## src/rtl/alu_reservation_station.sv

```systemverilog
// alu_reservation_station: 16-entry reservation station between dispatch and
// the integer ALU. Captures CDB broadcasts, issues the lowest-index ready entry.
module alu_reservation_station #(
    parameter int unsigned ROB_W = 4,
    parameter int unsigned OP_W  = 5,
    parameter int unsigned XLEN  = 32
) (
    input  logic             clk_in,
    input  logic             rst_in,
    input  logic             rdy_in,
    input  logic             flush_in,
    input  logic             disp_valid_in,
    input  logic [OP_W-1:0]  disp_op_in,
    input  logic [XLEN-1:0]  disp_Vj_in,
    input  logic [XLEN-1:0]  disp_Vk_in,
    input  logic [ROB_W-1:0] disp_Qj_in,
    input  logic [ROB_W-1:0] disp_Qk_in,
    input  logic [ROB_W-1:0] disp_dest_in,
    input  logic             cdb_valid_in,
    input  logic [ROB_W-1:0] cdb_tag_in,
    input  logic [XLEN-1:0]  cdb_value_in,
    output logic             full_out,
    output logic             alu_valid_out,
    output logic [OP_W-1:0]  alu_op_out,
    output logic [XLEN-1:0]  alu_Vj_out,
    output logic [XLEN-1:0]  alu_Vk_out,
    output logic [ROB_W-1:0] alu_dest_out
);

    localparam int unsigned NENT  = 16;
    localparam int unsigned IDX_W = 4;
    localparam int unsigned CNT_W = 5;

    typedef struct packed {
        logic [OP_W-1:0]  op;
        logic [XLEN-1:0]  vj;
        logic [XLEN-1:0]  vk;
        logic [ROB_W-1:0] qj;
        logic [ROB_W-1:0] qk;
        logic [ROB_W-1:0] dest;
    } entry_t;

    entry_t           ent_q [NENT];
    entry_t           ent_d [NENT];
    logic [NENT-1:0]  busy_q, busy_d;

    logic             alu_valid_q, alu_valid_d;
    logic [OP_W-1:0]  alu_op_q, alu_op_d;
    logic [XLEN-1:0]  alu_vj_q, alu_vj_d;
    logic [XLEN-1:0]  alu_vk_q, alu_vk_d;
    logic [ROB_W-1:0] alu_dest_q, alu_dest_d;

    logic [NENT-1:0]  ready_c;
    logic             issue_any_c;
    logic [IDX_W-1:0] issue_idx_c;
    logic             vac_any_c;
    logic [IDX_W-1:0] vac_idx_c;
    logic [CNT_W-1:0] free_cnt_c;
    logic             cdb_live_c;
    entry_t           new_ent_c;

    // Index of the lowest set bit (0 when none set; qualify with |v).
    function automatic logic [IDX_W-1:0] first_one(input logic [NENT-1:0] v);
        logic [IDX_W-1:0] r;
        logic             found;
        r     = '0;
        found = 1'b0;
        for (int i = 0; i < NENT; i++) begin
            if (v[i] && !found) begin
                r     = IDX_W'(i);
                found = 1'b1;
            end
        end
        return r;
    endfunction

    // Number of set bits.
    function automatic logic [CNT_W-1:0] count_ones(input logic [NENT-1:0] v);
        logic [CNT_W-1:0] c;
        c = '0;
        for (int i = 0; i < NENT; i++) begin
            if (v[i]) c = c + CNT_W'(1);
        end
        return c;
    endfunction

    // Ready vector, selection helpers and dispatch-side full indication.
    always_comb begin
        for (int i = 0; i < NENT; i++) begin
            ready_c[i] = busy_q[i] && (ent_q[i].qj == '0) && (ent_q[i].qk == '0);
        end
        issue_any_c = |ready_c;
        issue_idx_c = first_one(ready_c);
        vac_any_c   = ~&busy_q;
        vac_idx_c   = first_one(~busy_q);
        free_cnt_c  = count_ones(~busy_q);
        full_out    = (free_cnt_c == '0) ||
                      ((free_cnt_c == CNT_W'(1)) && disp_valid_in);
        cdb_live_c  = cdb_valid_in && (cdb_tag_in != '0);
    end

    // Incoming entry with same-cycle CDB bypass on each operand.
    always_comb begin
        new_ent_c.op   = disp_op_in;
        new_ent_c.vj   = disp_Vj_in;
        new_ent_c.vk   = disp_Vk_in;
        new_ent_c.qj   = disp_Qj_in;
        new_ent_c.qk   = disp_Qk_in;
        new_ent_c.dest = disp_dest_in;
        if (cdb_live_c && (disp_Qj_in == cdb_tag_in)) begin
            new_ent_c.vj = cdb_value_in;
            new_ent_c.qj = '0;
        end
        if (cdb_live_c && (disp_Qk_in == cdb_tag_in)) begin
            new_ent_c.vk = cdb_value_in;
            new_ent_c.qk = '0;
        end
    end

    // Next state: flush, stall, or wakeup + issue + dispatch.
    always_comb begin
        ent_d       = ent_q;
        busy_d      = busy_q;
        alu_valid_d = alu_valid_q;
        alu_op_d    = alu_op_q;
        alu_vj_d    = alu_vj_q;
        alu_vk_d    = alu_vk_q;
        alu_dest_d  = alu_dest_q;

        if (flush_in) begin
            busy_d      = '0;
            alu_valid_d = 1'b0;
        end else if (rdy_in) begin
            alu_valid_d = 1'b0;

            for (int i = 0; i < NENT; i++) begin
                if (busy_q[i] && cdb_live_c && (ent_q[i].qj == cdb_tag_in)) begin
                    ent_d[i].vj = cdb_value_in;
                    ent_d[i].qj = '0;
                end
                if (busy_q[i] && cdb_live_c && (ent_q[i].qk == cdb_tag_in)) begin
                    ent_d[i].vk = cdb_value_in;
                    ent_d[i].qk = '0;
                end
            end

            if (issue_any_c) begin
                alu_valid_d         = 1'b1;
                alu_op_d            = ent_q[issue_idx_c].op;
                alu_vj_d            = ent_q[issue_idx_c].vj;
                alu_vk_d            = ent_q[issue_idx_c].vk;
                alu_dest_d          = ent_q[issue_idx_c].dest;
                busy_d[issue_idx_c] = 1'b0;
            end

            // Vacancy comes from pre-edge busy, so it never aliases the issued slot.
            if (disp_valid_in && vac_any_c) begin
                ent_d[vac_idx_c]  = new_ent_c;
                busy_d[vac_idx_c] = 1'b1;
            end
        end
    end

    // State registers with synchronous reset.
    always_ff @(posedge clk_in) begin
        if (rst_in) begin
            busy_q      <= '0;
            alu_valid_q <= 1'b0;
            alu_op_q    <= '0;
            alu_vj_q    <= '0;
            alu_vk_q    <= '0;
            alu_dest_q  <= '0;
            for (int i = 0; i < NENT; i++) begin
                ent_q[i] <= '0;
            end
        end else begin
            busy_q      <= busy_d;
            alu_valid_q <= alu_valid_d;
            alu_op_q    <= alu_op_d;
            alu_vj_q    <= alu_vj_d;
            alu_vk_q    <= alu_vk_d;
            alu_dest_q  <= alu_dest_d;
            for (int i = 0; i < NENT; i++) begin
                ent_q[i] <= ent_d[i];
            end
        end
    end

    assign alu_valid_out = alu_valid_q;
    assign alu_op_out    = alu_op_q;
    assign alu_Vj_out    = alu_vj_q;
    assign alu_Vk_out    = alu_vk_q;
    assign alu_dest_out  = alu_dest_q;

endmodule

```

## config.mk

```make
export PLATFORM = sky130hd
export DESIGN_NAME = alu_reservation_station
export DESIGN_NICKNAME = d
export VERILOG_FILES = /design/src/rtl/alu_reservation_station.sv
export SDC_FILE = /design/constraint.sdc
export NUM_CORES = 2
export LEC_CHECK = 0
export CAP_MARGIN = 20
export CORE_AREA = 2 2 532 534
export CTS_BUF_LIST = sky130_fd_sc_hd__clkbuf_16
export DETAILED_ROUTE_END_ITERATION = 12
export DIE_AREA = 0 0 534 536
export SYNTH_ARGS = -nofsm -noshare
export SYNTH_HDL_FRONTEND = slang
export SYNTH_SLANG_ARGS = --single-unit
```

## constraint.sdc

```tcl
create_clock -name clk_in -period 13.6 [get_ports clk_in]
set_input_delay 2.72 -clock clk_in [delete_from_list [all_inputs] [get_ports clk_in]]
set_output_delay 2.72 -clock clk_in [all_outputs]
set_load 0.05 [all_outputs]
```

==> results.toml <==
[final_layout]
drive_above_1_share_pct = 9.21
nNetsFinal = 9048
area_delta_synth_final_pct = 14.8

[routing]
dr.pass1.iters = 6
drc = 0
vias_per_cell = 6.04
vias = 77161
routedWlPerCell_um = 29.0
drt_iter0_markers = 12405
finalWirelength_mm = 370
antenna_left = 0

[yosys]
synthArstFlopShare_pct = 0
ys.warnings.count = 0
syn-num-nets = 9527
synth_edf_count = 0
synth_cell_type_count = 74
synthCells = 9387
ys_ff_latch = 1386
synthesis.area_um2 = 69800
synth_seq_area_share_pct = 39.8
avgSynthCellArea_um2 = 7.43
synth_ff_type = "dfxtp_1"

[global_route]
grt_pass1_vias = 69132
grtUsageTotal_pct = 24.5
grt_max_degree = 182
grt_pass1_wl_mm = 521
antenna_found_initial = 29
overflow = 0

[pwr]
powerDensity_nw_per_um2 = 112
swShare_pct = 27.9
p_int_uw = 6460
ir_drop_v = 0.000135
power_switching_uw = 2490
p_comb_share_pct = 8.8
power.share.clock_pct = 45.5
p_seq_share_pct = 45.6
leakage_uw = 0.0250

[floorplanning]
boundaryPins = 198
initial_core_util_pct = 24.8
coreArea_um2 = 281000
design.die.area_um2 = 286000
fp.dieH_um = 536
num_rows = 195
die-width_um = 534

[placed_design]
gp_congestion = 0.906
dp.final_hpwl_mm = 206
io_buffers = 197

[setup_path]
cp.arrival_ns = 10.28
crit_slowest_cell = "ha_4"
cp-start-kind = "flip-flop"
cpMostUsedCell = "ha_1"
crit_path_end_kind = "primary output"
slowest_delay_ns = 0.35
critical_path_class = "flip-flop to primary output"
cp_max_fo = 7
required_ns = 10.88

[sta]
skew_ns = 0.0682
finalCritPeriodShare_pct = 95.6
whs_ns = 0.453
rsz0062_at_grt = "false"
setup_viol = 0
hold_violations = 0
fmax_ghz = 0.0769
period_needed_ns = 13.00
final_max_slew_viol_count = 0
tns_ns = 0
tightest_slew_ns = 1.30
timing.slew.headroom_pct = 13.1

[status]
status = "complete, no violations"

[clock_network]
h-tree-depth = 4
cts_made_buffers = 157
insertion_delay_ns = 0.86
cts_hold_buf = 0
cts-root-buf = "clkbuf_16"
tritoncts = "built"
cts.sinks = 1386
clk_pin_slew_ns = 0.06
ctsLongestPathBuffers = 3

[worst_hold_path]
min_path_type = "flip-flop to flip-flop"

[run]
maxCapViolCount = 0
-- cell families (layout without fill, tap and decap cells) --
logic type	Yosys count	after routing	synth area share (%)
other	0	18	0
buffers and inverters	1122	756	6.08
adder cells (fa/ha/maj)	17	17	0.305
XOR/XNOR	171	171	2.43
AND/OR/NAND/NOR	3929	3929	23.6
flip-flops	1386	1386	39.8
AO/OA/AOI/OAI	2645	2645	26.0
multiplexers	117	117	1.80
-- flip-flops by register name, summed over array words and instances (netlist names) --
signal,count
alu_Vj_out,32
alu_Vk_out,32
busy_q,16
ent_q,1296
alu_op_out,5
alu_valid_out,1
alu_dest_out,4
-- metrics by stage --
| stage | cells | power [uW] | setup slack (ns) | util [%] | cell area (um^2) |
|---|---|---|---|---|---|
| floorplan | 9387 | 4650 | 1.57 | - | 69800 |
| global placement | 12491 | 4930 | 0.565 | 26.8 | 75200 |
| detailed placement | 12491 | 4930 | 0.641 | 26.8 | 75200 |
| CTS | 12764 | 8910 | 0.0851 | 28.5 | 80000 |
| global route | 12770 | 9130 | 0.0863 | 28.5 | 80000 |
| finish | 12782 | 8960 | 0.600 | 28.5 | 80100 |
-- path summary, 6_finish.rpt --
check                  start        endpoint  slack [ns]  depth (start not counted)
setup / recovery   busy_q[0]        full_out        0.60                         48
hold / removal    ent_q[320]      ent_q[320]        0.45                          2
setup reg to reg  ent_q[979]  alu_Vk_out[20]        7.56                         14
hold reg to reg   ent_q[320]      ent_q[320]        0.45                          2
-- worst max-delay path, delay by kind of cell, from the launching register on --
kind / cells / cell delay [ns]
adder cells (fa/ha/maj): 14 / 4.24
AND/OR/NAND/NOR: 17 / 2.15
AO/OA/AOI/OAI: 11 / 1.50
multiplexers: 3 / 0.79
buffers and inverters: 3 / 0.39
flip-flops: 1 / 0.33
-- cells in the mapped netlist, drive strengths merged (9+ instances only) --
master   number  area [um^2]
nand3       503         2520
nor2b        18          115
nor3        310         1550
nor2       1302         4890
nand2      1553         5830
mux2i        57          571
a22oi       123          923
dfxtp      1386        27700
inv          28          105
o21ai        62          310
mux2         59          664
nor4         66          413
o21bai       11         82.6
a2111oi     183         1600
xor2        136         1210
o22ai       677         4240
xnor2        27          297
nor3b        10         75.1
or2           9         56.3
a221oi       14          123
a211oi      481         3610
a31oi       159         1000
buf         101          405
nand2b       21          131
and3         96          601
clkbuf      993         3730
a21oi       602         3010
ha           17          213
a311oi      136         1190
o21a         16          120
o221a       140         1580
nand4        14         87.6
-- per-layer routing --
metal  track usage, %  vias to the layer above  wire length (um)  part of all wire (%)
met3             7.47                     1435             51000                    14
met4             17.5                       22             31100                   8.4
li1                 -                    32887                 -                     -
met1             30.9                    37002            137000                    37
met2             35.4                     5815            151000                    41
met5                0                        -               156                 0.042
-- cells in the final DEF (no fill, tap or decap), types with 25 or more instances in the layout --
master	Yosys	final
o22ai_1	677	677
o221a_2	140	140
a22oi_1	123	123
nor4_1	66	66
a21oi_1	602	570
a31oi_1	158	157
inv_1	26	60
a21oi_4	0	32
nand3_1	503	478
o21ai_0	60	58
buf_4	0	245
xor2_1	135	135
a311oi_1	136	136
clkinv_1	0	31
a211oi_1	481	481
nor3_1	310	307
clkdlybuf4s50_1	0	185
and3_1	96	94
nand2_1	1553	1546
clkbuf_16	0	158
clkinv_2	0	26
nand3_2	0	25
mux2i_1	57	54
mux2_2	56	56
a2111oi_0	183	183
dfxtp_1	1386	1385
nor2_1	1302	1281
-- layout make-up --
cell class	count	area, um^2
Antenna cell	18	45.0
Clock buffer	158	3950
Clock inverter	114	748
Fill cell	30373	201000
Inverter	28	105
Multi-Input combinational cell	6879	38700
Sequential cell	1386	27800
Tap cell	3743	4680
Timing Repair Buffer	456	4060
-- repair_timing --
item,in CTS,in global routing
endpoints found under the setup margin,1,1
buffers inserted,1,0
gates resized for setup,4,11
pin swaps,0,1
-- power by group through the flow --
stage,combinational (uW),clock [uW],sequential [uW]
global route,820,4220,4090
CTS,759,4060,4090
detailed placement,751,0,4180
finish,792,4080,4090
floorplan,462,0,4190
global placement,755,0,4180
Note: power is estimated with default switching activity, not from simulation.
